`src/rtl/seq_det_pkg.sv`:
```
// -----------------------------------------------------------------------------
// seq_det_pkg
// Shared types and reset-default constants for the programmable serial
// pattern detector (seq_det_ctrl and seq_match_core).
//   state_t      : run-controller FSM state
//   DEF_*        : configuration loaded by reset (the classic 1001 detector,
//                  non-overlapping, unbounded window)
// -----------------------------------------------------------------------------
package seq_det_pkg;

   typedef enum logic [1:0] {
      S_IDLE = 2'd0,
      S_RUN  = 2'd1,
      S_DONE = 2'd2
   } state_t;

   localparam logic [15:0] DEF_PATTERN = 16'b1001;
   localparam int unsigned DEF_LEN     = 4;
   localparam logic        DEF_OVERLAP = 1'b0;
   localparam int unsigned DEF_WINDOW  = 0;

endpackage

```
`src/rtl/seq_match_core.sv`:
```
// -----------------------------------------------------------------------------
// seq_match_core
// History shift register, fill counter and length-masked pattern compare.
//   clk, reset : clock, asynchronous active-high reset
//   shift_en   : accept data_in this cycle (shift history, advance fill)
//   clear      : zero the fill counter (start of a run)
//   data_in    : serial bit, enters history at bit 0
//   len        : active pattern length (1..MAX_LEN)
//   pattern    : pattern, bit [len-1] is the oldest bit
//   overlap    : 1 = keep fill after a hit, 0 = restart after a hit
//   hit        : combinational, the bit being accepted completes a match
// -----------------------------------------------------------------------------
module seq_match_core #(
   parameter int MAX_LEN = 8,
   parameter int LEN_W   = $clog2(MAX_LEN + 1)
) (
   input  logic               clk,
   input  logic               reset,
   input  logic               shift_en,
   input  logic               clear,
   input  logic               data_in,
   input  logic [LEN_W-1:0]   len,
   input  logic [MAX_LEN-1:0] pattern,
   input  logic               overlap,
   output logic               hit
);

   logic [MAX_LEN-1:0] hist_q;
   logic [MAX_LEN-1:0] hist_nxt;
   logic [MAX_LEN-1:0] mask;
   logic [LEN_W-1:0]   fill_q;
   logic [LEN_W:0]     fill_inc;   // one extra bit so MAX_LEN+1 never wraps
   logic               enough;

   // NOTE: every signal written here gets a value before any condition, so no
   // path leaves one unassigned and no latch is inferred.
   always_comb begin
      hist_nxt = {hist_q[MAX_LEN-2:0], data_in};
      fill_inc = {1'b0, fill_q} + (LEN_W + 1)'(1);
      mask     = '0;
      for (int i = 0; i < MAX_LEN; i++) begin
         mask[i] = (LEN_W'(i) < len);
      end
      // The bit being accepted counts toward the fill, hence fill + 1.
      enough = (fill_inc >= {1'b0, len});
      hit    = shift_en && enough && ((hist_nxt & mask) == (pattern & mask));
   end

   // NOTE: sequential state is written with non-blocking assignments so every
   // register samples the pre-edge values regardless of statement order.
   // NOTE: history is reset because it is only MAX_LEN flops; it is not cleared
   // at run start since the fill counter already masks out stale bits.
   always_ff @(posedge clk or posedge reset) begin
      if (reset) begin
         hist_q <= '0;
         fill_q <= '0;
      end else if (clear) begin
         fill_q <= '0;
      end else if (shift_en) begin
         hist_q <= hist_nxt;
         if (hit && !overlap) begin
            fill_q <= '0;               // next match needs len fresh bits
         end else if (fill_inc > (LEN_W + 1)'(MAX_LEN)) begin
            fill_q <= LEN_W'(MAX_LEN);
         end else begin
            fill_q <= fill_inc[LEN_W-1:0];
         end
      end
   end

endmodule

```
`src/rtl/seq_det_ctrl.sv`:
```
// -----------------------------------------------------------------------------
// seq_det_ctrl
// Run controller for a programmable serial pattern detector. Holds the pattern
// configuration, sequences one detection run over a window of valid bits,
// counts matches and pulses done at the end of the window.
//   clk, reset   : clock, asynchronous active-high reset
//   cfg_wr       : config write strobe, honoured in IDLE only
//   cfg_pattern  : pattern, bit [len-1] is the first bit received
//   cfg_len      : pattern length, legal 1..MAX_LEN
//   cfg_overlap  : 1 = overlapping detection
//   cfg_window   : valid bits per run, 0 = unbounded
//   start        : begin a run (IDLE only)
//   abort        : end a run without done (RUN only)
//   data_valid   : qualifies data_in
//   data_in      : serial bit
//   busy         : high while in RUN
//   match        : registered one-cycle pulse per detection
//   match_count  : saturating match count of the current/last run
//   done         : one-cycle pulse after the last window bit
//   cfg_err      : sticky, an illegal cfg_len was written
// -----------------------------------------------------------------------------
module seq_det_ctrl #(
   parameter int MAX_LEN = 8,
   parameter int CNT_W   = 8,
   parameter int WIN_W   = 8
) (
   input  logic                             clk,
   input  logic                             reset,
   input  logic                             cfg_wr,
   input  logic [MAX_LEN-1:0]               cfg_pattern,
   input  logic [$clog2(MAX_LEN+1)-1:0]     cfg_len,
   input  logic                             cfg_overlap,
   input  logic [WIN_W-1:0]                 cfg_window,
   input  logic                             start,
   input  logic                             abort,
   input  logic                             data_valid,
   input  logic                             data_in,
   output logic                             busy,
   output logic                             match,
   output logic [CNT_W-1:0]                 match_count,
   output logic                             done,
   output logic                             cfg_err
);

   import seq_det_pkg::*;

   localparam int LEN_W = $clog2(MAX_LEN + 1);

   state_t             state_q;
   state_t             state_nxt;

   logic [MAX_LEN-1:0] pat_q;
   logic [LEN_W-1:0]   len_q;
   logic               ovl_q;
   logic [WIN_W-1:0]   win_q;
   logic [WIN_W-1:0]   bit_cnt_q;

   logic               in_idle;
   logic               in_run;
   logic               len_legal;
   logic               cfg_load;
   logic               run_start;
   logic               accept;
   logic               last_bit;
   logic               hit;

   assign in_idle   = (state_q == S_IDLE);
   assign in_run    = (state_q == S_RUN);
   assign len_legal = (cfg_len != '0) && (cfg_len <= LEN_W'(MAX_LEN));
   assign cfg_load  = in_idle && cfg_wr && len_legal;
   assign run_start = in_idle && start;
   // Abort wins over data: a bit arriving with abort is discarded.
   assign accept    = in_run && data_valid && !abort;
   assign last_bit  = accept && (win_q != '0) && ((bit_cnt_q + WIN_W'(1)) == win_q);

   seq_match_core #(
      .MAX_LEN (MAX_LEN),
      .LEN_W   (LEN_W)
   ) u_core (
      .clk      (clk),
      .reset    (reset),
      .shift_en (accept),
      .clear    (run_start),
      .data_in  (data_in),
      .len      (len_q),
      .pattern  (pat_q),
      .overlap  (ovl_q),
      .hit      (hit)
   );

   always_comb begin
      state_nxt = state_q;
      unique case (state_q)
         S_IDLE:  if (start) state_nxt = S_RUN;
         S_RUN: begin
            if (abort)         state_nxt = S_IDLE;
            else if (last_bit) state_nxt = S_DONE;
         end
         S_DONE:  state_nxt = S_IDLE;
         default: state_nxt = S_IDLE;
      endcase
   end

   always_ff @(posedge clk or posedge reset) begin
      if (reset) begin
         state_q <= S_IDLE;
      end else begin
         state_q <= state_nxt;
      end
   end

   // Configuration: loads together with start so the new run sees it.
   always_ff @(posedge clk or posedge reset) begin
      if (reset) begin
         pat_q   <= MAX_LEN'(DEF_PATTERN);
         len_q   <= LEN_W'(DEF_LEN);
         ovl_q   <= DEF_OVERLAP;
         win_q   <= WIN_W'(DEF_WINDOW);
         cfg_err <= 1'b0;
      end else if (in_idle && cfg_wr) begin
         cfg_err <= !len_legal;
         if (cfg_load) begin
            pat_q <= cfg_pattern;
            len_q <= cfg_len;
            ovl_q <= cfg_overlap;
            win_q <= cfg_window;
         end
      end
   end

   // Window bit counter; only compared when the window is non-zero, so its
   // natural wrap in an unbounded run is harmless.
   always_ff @(posedge clk or posedge reset) begin
      if (reset) begin
         bit_cnt_q <= '0;
      end else if (run_start) begin
         bit_cnt_q <= '0;
      end else if (accept) begin
         bit_cnt_q <= bit_cnt_q + WIN_W'(1);
      end
   end

   // Outputs: registered decodes of the next state and of the hit.
   always_ff @(posedge clk or posedge reset) begin
      if (reset) begin
         busy        <= 1'b0;
         done        <= 1'b0;
         match       <= 1'b0;
         match_count <= '0;
      end else begin
         busy  <= (state_nxt == S_RUN);
         done  <= (state_nxt == S_DONE);
         match <= hit;
         if (run_start) begin
            match_count <= '0;
         end else if (hit && (match_count != '1)) begin
            match_count <= match_count + CNT_W'(1);
         end
      end
   end

endmodule

```
`config.mk`:
```
export PLATFORM = sky130hd
export DESIGN_NAME = seq_det_ctrl
export DESIGN_NICKNAME = d
export VERILOG_FILES = /design/src/rtl/seq_det_pkg.sv /design/src/rtl/seq_match_core.sv /design/src/rtl/seq_det_ctrl.sv
export SDC_FILE = /design/constraint.sdc
export NUM_CORES = 1
export LEC_CHECK = 0
export CORE_MARGIN = 2
export CORE_UTILIZATION = 35
export DETAILED_ROUTE_END_ITERATION = 12
export SYNTH_ARGS = -nofsm -noshare
export SYNTH_HDL_FRONTEND = slang
export SYNTH_HIERARCHICAL = 1
export SYNTH_SLANG_ARGS = --single-unit
```
`constraint.sdc`:
```
create_clock -name clk -period 4.2 [get_ports clk]
set_input_delay 0.84 -clock clk [delete_from_list [all_inputs] [get_ports clk]]
set_output_delay 0.84 -clock clk [all_outputs]
set_load 0.02 [all_outputs]
```
* Word-level counts from Yosys, hierarchy flattened
Cells that the tools add are included.
Storage, ports and cells: input port bits 28, register bits after elaboration 54
Cells by class: magnitude comparators 11, add/sub/neg operators 3, bitwise operators 3, eq/ne operators 6, reductions and logical operators 22, muxes and demuxes 12
Operators by type and width (number):
- 2-to-1 mux 8 bit | 4
- adder 8 x 1 -> 8 bit (second input constant) | 2
- AND 8 bit | 2
- equality test 8 bit | 2
- less-than comparator 3 x 4 -> 1 bit (first input constant) | 4
- 2-to-1 mux 4 bit | 4
- logical AND 1 bit | 12
- less-than comparator 1 x 4 -> 1 bit (first input constant) | 2
- less-than comparator 2 x 4 -> 1 bit (first input constant) | 2
- inequality test 8 bit (second input constant) | 1
- nonzero test 8 bit | 1
- 2-to-1 mux 2 bit | 3
- adder 4 x 1 -> 5 bit (second input constant) | 1
- greater-or-equal comparator 5 x 4 -> 1 bit | 1
- > comparator 5 x 4 -> 1 bit (second input constant) | 1
- equality test 2 x 1 -> 1 bit (second input constant) | 2
- less-or-equal comparator 4 bit (second input constant) | 1
- case mux 2 bit (2 select lines) | 1
- AND reduction 2 bit | 2
- nonzero test 2 bit | 2
- nonzero test 4 bit | 1
- logical NOT 1 bit | 3
- equality test 2 bit (second input constant) | 1
- logical NOT 2 bit | 1
- NOT 1 bit | 1

* Logic depth before layout (Yosys ltp)
Gate-level depths: netlist (run 1).
depth after elaboration 9, gate-level depth with buffers 11, gate-level depth less buffers 10

* Cells and area by module
The synthesis (run 1) kept the hierarchy.
By module, submodules not included:
- seq_det_ctrl | instances 1, sequential area each 1079.8 µm², cells an instance 172, area an instance 2023.2 µm²
- seq_match_core | instances 1, sequential area each 275.3 µm², cells an instance 84, area an instance 808.3 µm²

* Least setup slack after synthesis (run 1)
OpenSTA, ideal clock, no wires.
path kind in2reg, start point in data_in, end point reg match_count[6], slack 1776 ps, stages 8, data required time 4079 ps, setup time 121 ps, arrival 2303 ps, path through xor2_1 a2111oi_4 o2111ai_1 nor2b_1 o21a_1 and4_1 xnor2_1 nor2_1
Between the ends: cells in the longest elaborated chain, start to end 5
RTL lines:
- start, declared | RTL line seq_det_ctrl.sv:37 | input logic data_in,
- AND 8 bit | RTL line seq_match_core.sv:46 | hit = shift_en && enough && ((hist_nxt & mask) == (pattern & mask));
- equality test 8 bit | RTL line seq_match_core.sv:46
- logical AND 1 bit | RTL line seq_match_core.sv:46
- via hit | RTL line seq_det_ctrl.sv:65 | logic hit;
- logical AND 1 bit | RTL line seq_det_ctrl.sv:156 | end else if (hit && (match_count != '1)) begin
- nonzero test 2 bit (no source line)
- end signal, assigned | RTL line seq_det_ctrl.sv:157 | match_count <= match_count + CNT_W'(1);
- end, declared | RTL line seq_det_ctrl.sv:40 | output logic [CNT_W-1:0] match_count,
The timed path passes the listed nets, and every way through them passes these cells. A chain may end at the register's enable or synchronous reset.

* Final worst setup path (run 1)
start point in cfg_len[0], end point reg pat_q[1]
Between the ends: cells in the longest elaborated chain, start to end 4, elaborated cells on any way between the ends 5
RTL lines:
- start, declared | RTL line seq_det_ctrl.sv:31 | input logic [$clog2(MAX_LEN+1)-1:0] cfg_len,
- less-or-equal comparator 4 bit / nonzero test 4 bit (equally long branches) | RTL line seq_det_ctrl.sv:69 | assign len_legal = (cfg_len != '0) && (cfg_len <= LEN_W'(MAX_LEN));
- logical AND 1 bit (*) | RTL line seq_det_ctrl.sv:69
- logical AND 1 bit (*) | RTL line seq_det_ctrl.sv:70 | assign cfg_load = in_idle && cfg_wr && len_legal;
- AND reduction 2 bit (no source line) (*)
- end signal, assigned | RTL line seq_det_ctrl.sv:115 | pat_q <= MAX_LEN'(DEF_PATTERN);
- end signal, assigned | RTL line seq_det_ctrl.sv:123 | pat_q <= cfg_pattern;
- end, declared | RTL line seq_det_ctrl.sv:52 | logic [MAX_LEN-1:0] pat_q;
Mark *: on every way between the ends. The rest lies on a longest branch, timed or not.

==> reports/metrics.csv, run 1 <==
metric,value,unit
status,completed,
Die W,93.95,um
Final Critical Period,2.924,ns
post-synth cell types,50,
CP Launch Type,input pin,
CTS Buffer Depth,2,
all-layer global routing usage,13.63,%
pre-CTS setup slack,0.8731,ns
register area share after synthesis,47.86,%
Reg2Reg Setup Slack,1.51,ns
diodes inserted,0,
final hold vios,0,
Worst-path clk slew,0.10,ns
DR iter-0 viols,136,
Die Ht,93.95,um
PortBufs,39,
Synth Net Count,291,
Critical path buffers and inverters,1,
Finished Cell Area,3401,um^2
Setup-failing EPs final,0,
vias in the first global route,2022,
final wirelength,5.590,mm
CTS sink count,54,
HP Class,flip-flop to flip-flop,
cell area after synthesis,2831,um^2
Worst-Skew Late Latency,0.30,ns
Worst R2R Start,u_core/fill_q[0],
Total Power,1.430,mW
Synth Warn #,6,
Overflow after GRT,0,
slowest CP cell,nand3_1,
1st-pass router iterations,4,
max frequency,0.3420,GHz
Final WS setup,1.276,ns
via count,2047,
most frequent cells in the layout,"dfrtp_1 (51), clkdlybuf4s50_1 (39), mux2_2 (25)",
Cells after Synth,256,
post-CTS setup buffers,0,
"most common cell after layout, fill and taps aside",dfrtp_1,
largest net degree at the start of global routing,44,
Worst path max stage delay,0.73,ns
reg2reg end,match_count[6],
Max Slew Vio Count,0,
Post-route DRC,0,
Final nets,330,
Worst setup endpoint,pat_q[1],
Required @ worst endpoint,4.39,ns
Met2 Wirelength,2.467,mm
VDD IR max,212.7,uV
cell chosen for the clock root,clkbuf_8,
Setup TNS Final,0,ns
clock tree from TritonCTS,done,
full die area,8826,um^2
"Max FO, Critical Path",21,
Core Rows,32,
H-tree depth,2,
r2r worst-path depth,10,
Setup crit start,cfg_len[0],
worst setup path class,input pin to flip-flop,
share of layout cells above drive strength 1,16.55,%
Initial Util,36.45,%
Post-synth top flop,dfrtp_1,
placed cell area,3302,um^2
Final ANT Viol Nets,0,
Rel. slew slack,32.28,%
CTS buffer count,5,
"Arr. time, crit path",3.12,ns
critical path's top delay family,simple AND/OR/NAND/NOR gates,
DR WL met3,177,um
Leak Pwr,1.441,nW
final worst path period share,69.61,%
DR WL/cell,14.05,um
I/O pin cnt,40,
async set-or-reset flop fraction in the synthesized netlist,100.0,%
RSZ-0062 raised after global routing,false,
post-synthesis average cell area,11.06,um^2
WHS,0.5280,ns
M1 wire length,2.838,mm
Final GP Congestion,0.8066,
CP Capture Type,flip-flop,
CTS Hold Bufs,0,
max cap viols,0,
highest metal used,met4,
CTS resizes,0,
global-route wire length before repair,9.556,mm
worst slew pin tran,1.013,ns
crit path cell chain,"clkdlybuf4s50_1, nor3_1, xnor2_1, nand3_1, mux2_1",
power density over the cells,420.4,nW/um^2
Clock Skew,0.005106,ns
area delta synth->final,20.11,%
DR vias/cell,5.143,
"flops & latches, synth",54,
number of cells on the critical path,5,
core area,7767,um^2
antenna violations before repair,0,
Post-DP HPWL,4.067,mm
Post-synth EDFFs,0,
metal layers:
layer  track usage [%]  vias to the layer above
li1                  -                      992
met1             19.12                      999
met2             21.37                       49
met3             2.087                        7
met4             4.831                        0
met5                 0                        -
synthesized netlist by cell type (2+ instances only):
cell	n	area (um^2)
nand3_2	4	40.04
nand2_1	17	63.81
xnor2_1	15	131.4
nand3_1	5	25.02
dfstp_2	3	78.83
o21ai_0	16	80.08
a21oi_1	6	30.03
mux2_1	3	33.78
buf_4	2	15.01
nor4_1	3	18.77
a211oi_1	2	15.01
nand4_1	4	25.02
nor2_1	19	71.32
mux2_2	25	281.5
and3_1	3	18.77
xor2_1	15	131.4
dfrtp_1	51	1276
inv_1	10	37.54
nand2b_1	2	12.51
ha_1	7	87.58
o21ai_1	2	10.01
nor2b_1	2	12.51
o31ai_1	2	15.01
or3_1	2	12.51
a31oi_1	8	50.05
clkbuf_1	2	7.510
nand3b_1	2	15.01
buf_6	2	22.52
area by class of cell:
class / instances / area (um^2)
fill: 758 / 4367
multi-input combinational: 182 / 1376
sequential: 54 / 1355
timing repair buffer: 40 / 397.9
tap: 102 / 127.6
clock buffer: 6 / 82.58
inverter: 12 / 45.04
clock inverter: 2 / 16.27
where the power goes:
| part | leakage [nW] | switching [mW] | total [mW] | internal (mW) |
|---|---|---|---|---|
| clock | 0.0478 | 0.177 | 0.313 | 0.136 |
| sequential | 0.688 | 0.109 | 0.738 | 0.629 |
| combinational | 0.706 | 0.171 | 0.379 | 0.208 |
| total | 1.44 | 0.457 | 1.43 | 0.973 |
worst min-delay path by stage:
| stage | depth (start not counted) | slack, ns | end | start |
|---|---|---|---|---|
| global route | 1 | 0.55 | ovl_q | ovl_q |
| detailed placement | 1 | 0.50 | ovl_q | ovl_q |
| global placement | 1 | 0.50 | ovl_q | ovl_q |
| floorplan | 1 | 0.47 | bit_cnt_q[7] | bit_cnt_q[7] |
| CTS | 1 | 0.52 | ovl_q | ovl_q |
| finish | 1 | 0.53 | ovl_q | ovl_q |
flip-flops by register name, indices dropped and copies added, names as in the netlist:
register       flops
len_q              4
busy               1
u_core/fill_q      4
match_count        8
u_core/hist_q      7
state_q            2
done               1
match              1
win_q              8
ovl_q              1
pat_q              8
bit_cnt_q          8
cfg_err            1
through the flow:
stage | cells | utilization, %
after detailed placement | 390 | 42.51
final | 398 | 43.78
after global routing | 398 | 43.78
after global placement | 390 | 42.51
after floorplan | 256 | -
after CTS | 398 | 43.78
logic make-up after synthesis:
| group | Yosys count | synth area share (%) |
|---|---|---|
| buf+inv | 20 | 3.535 |
| fa+ha+maj | 7 | 3.093 |
| simple gates | 70 | 13.96 |
| xor+xnor | 30 | 9.280 |
| mux | 29 | 11.49 |
| flops | 54 | 47.86 |
| compound gates | 46 | 10.78 |
No activity file was read; power rests on OpenSTA's default activity.
==> run 2: changes to the inputs <==
clock period = 2.6 ns   (was 4.2 ns; I/O delays follow)
==> run 2 against run 1 <==
Die area is the same. Via count up 0.73%. Worst hold slack worse by 0.020 ns. Cell count increased by 2.0%. Non-clock buffer count grew 8. Sequential cell count unchanged. Largest cell class unchanged. Largest power group unchanged. Highest routed layer unchanged.
==> reports/metrics.csv, run 2 (same netlist as run 1, synthesis figures left out) <==
metric,value,unit
"Arr. time, crit path",2.63,ns
Setup TNS Final,0,ns
CTS buffer count,5,
count of non-filler cells in the finished layout,406,
Finished Cell Area,3492,um^2
Core Rows,32,
final wirelength,5.726,mm
HP Class,flip-flop to flip-flop,
"Max FO, Critical Path",5,
worst setup path class,flip-flop to flip-flop,
Worst-Skew Late Latency,0.31,ns
Switching Fraction,31.69,%
post-CTS setup buffers,0,
Overflow after GRT,0,
Finished Core Util,44.96,%
core area,7767,um^2
Setup-failing EPs final,0,
power density over the cells,677.7,nW/um^2
status,completed,
Final ANT Viol Nets,0,
"most common cell after layout, fill and taps aside",dfrtp_1,
DR iter-0 viols,160,
Seq pwr share,50.4,%
Total Power,2.366,mW
RSZ-0062 raised after global routing,false,
placed cell area,3374,um^2
Initial Util,36.45,%
largest net degree at the start of global routing,44,
Filler Cell Count,749,
Rel. slew slack,62.56,%
Final Critical Period,2.433,ns
1st-pass router iterations,4,
Gate power share,27.5,%
VDD IR max,309.7,uV
Leak Pwr,1.497,nW
antenna violations before repair,0,
CTS sink count,54,
share of layout cells above drive strength 1,19.41,%
Net Sw Power,0.7499,mW
Post-route DRC,0,
DR vias/cell,5.079,
share of power burned in the clock network,22.1,%
max cap viols,0,
final worst path period share,93.57,%
CTS Hold Bufs,0,
clock tree from TritonCTS,done,
Post-DP HPWL,4.110,mm
most frequent cells in the layout,"dfrtp_1 (51), clkdlybuf4s50_1 (39), mux2_2 (25)",
Die Ht,93.95,um
all-layer global routing usage,14.31,%
I/O pin cnt,40,
pre-CTS setup slack,-0.1151,ns
PortBufs,39,
Final GP Congestion,0.8187,
global-route wire length before repair,9.977,mm
CP Launch Type,flip-flop,
Required @ worst endpoint,2.80,ns
area delta synth->final,23.33,%
diodes inserted,0,
vias in the first global route,2064,
CP Capture Type,flip-flop,
worst slew pin tran,0.5616,ns
WHS,0.5077,ns
Pint,1.617,mW
Worst-path clk slew,0.10,ns
Final WS setup,0.1672,ns
Final nets,338,
full die area,8826,um^2
Die W,93.95,um
final hold vios,0,
H-tree depth,2,
Clock Skew,0.008592,ns
cell chosen for the clock root,clkbuf_8,
Max Slew Vio Count,0,
CTS Buffer Depth,2,
max frequency,0.4111,GHz
placed cell count,398,
via count,2062,
DR WL/cell,14.10,um
run 2: cell count changes in the layout (fill, tap and decap cells not counted), sizes merged:
cell,change
buf,+8
clkbuf,+1
inv,-1
clkinvlp,-1
clkinv,+1
run 2: final timing paths:
check                                  from                to  slack (ns)  cells past startpoint
max                        u_core/fill_q[0]    match_count[6]        0.17                     10
min in group asynchronous             reset  u_core/hist_q[1]        0.56                      2
min reg2reg                    bit_cnt_q[7]      bit_cnt_q[7]        0.51                      1
min                            bit_cnt_q[7]      bit_cnt_q[7]        0.51                      1
max in group asynchronous             reset           cfg_err        1.51                      3
max reg2reg                u_core/fill_q[0]    match_count[6]        0.17                     10
run 2: routing by layer:
| layer | share of wire (%) | track usage, % | vias up |
|---|---|---|---|
| met5 | 0 | 0 | - |
| met4 | 1.6 | 5.676 | 0 |
| met3 | 4.2 | 2.648 | 4 |
| met2 | 45 | 22.08 | 58 |
| met1 | 49 | 19.87 | 993 |
| li1 | - | - | 1007 |
run 2: power groups by stage:
stage | Clock (mW) | Combinational (mW) | Sequential [mW]
after global placement | 0 | 0.624 | 1.20
after floorplan | 0 | 0.475 | 1.17
after global routing | 0.580 | 0.729 | 1.23
final | 0.523 | 0.650 | 1.19
after CTS | 0.549 | 0.647 | 1.19
after detailed placement | 0 | 0.642 | 1.21
run 2: what timing repair did:
action,CTS,global route
resized for setup,0,3
endpoints found under the setup margin,0,7
endpoints found under the hold margin,0,0
run 2: cell type report:
| cell class | instances | area [um^2] | area share (%) |
|---|---|---|---|
| multi-input combinational | 182 | 1389 | 39.77 |
| inverter | 12 | 45.04 | 1.290 |
| sequential | 54 | 1355 | 38.80 |
| tap | 102 | 127.6 | 3.655 |
| timing repair buffer | 48 | 470.5 | 13.47 |
| clock inverter | 1 | 8.758 | 0.2508 |
| clock buffer | 7 | 96.34 | 2.759 |
run 2: critical path, cell delays in order (launching register included):
cell and delay (ns):
dfrtp_1 0.44, ha_1 0.28, xor2_1 0.19, ha_1 0.28, nor2_1 0.05, o31ai_2 0.27, nor2b_4 0.23, o21a_1 0.20
and4_1 0.22, xnor2_1 0.11, nor2_1 0.05
==> run 3: changes to the inputs <==
CTS_BUF_LIST = sky130_fd_sc_hd__clkbuf_4 sky130_fd_sc_hd__clkbuf_8   (was not set)
CTS_CLUSTER_DIAMETER = 60   (was not set)
==> results of run 3 <==
The final DEF is identical to that of run 2; final timing and power are the same.
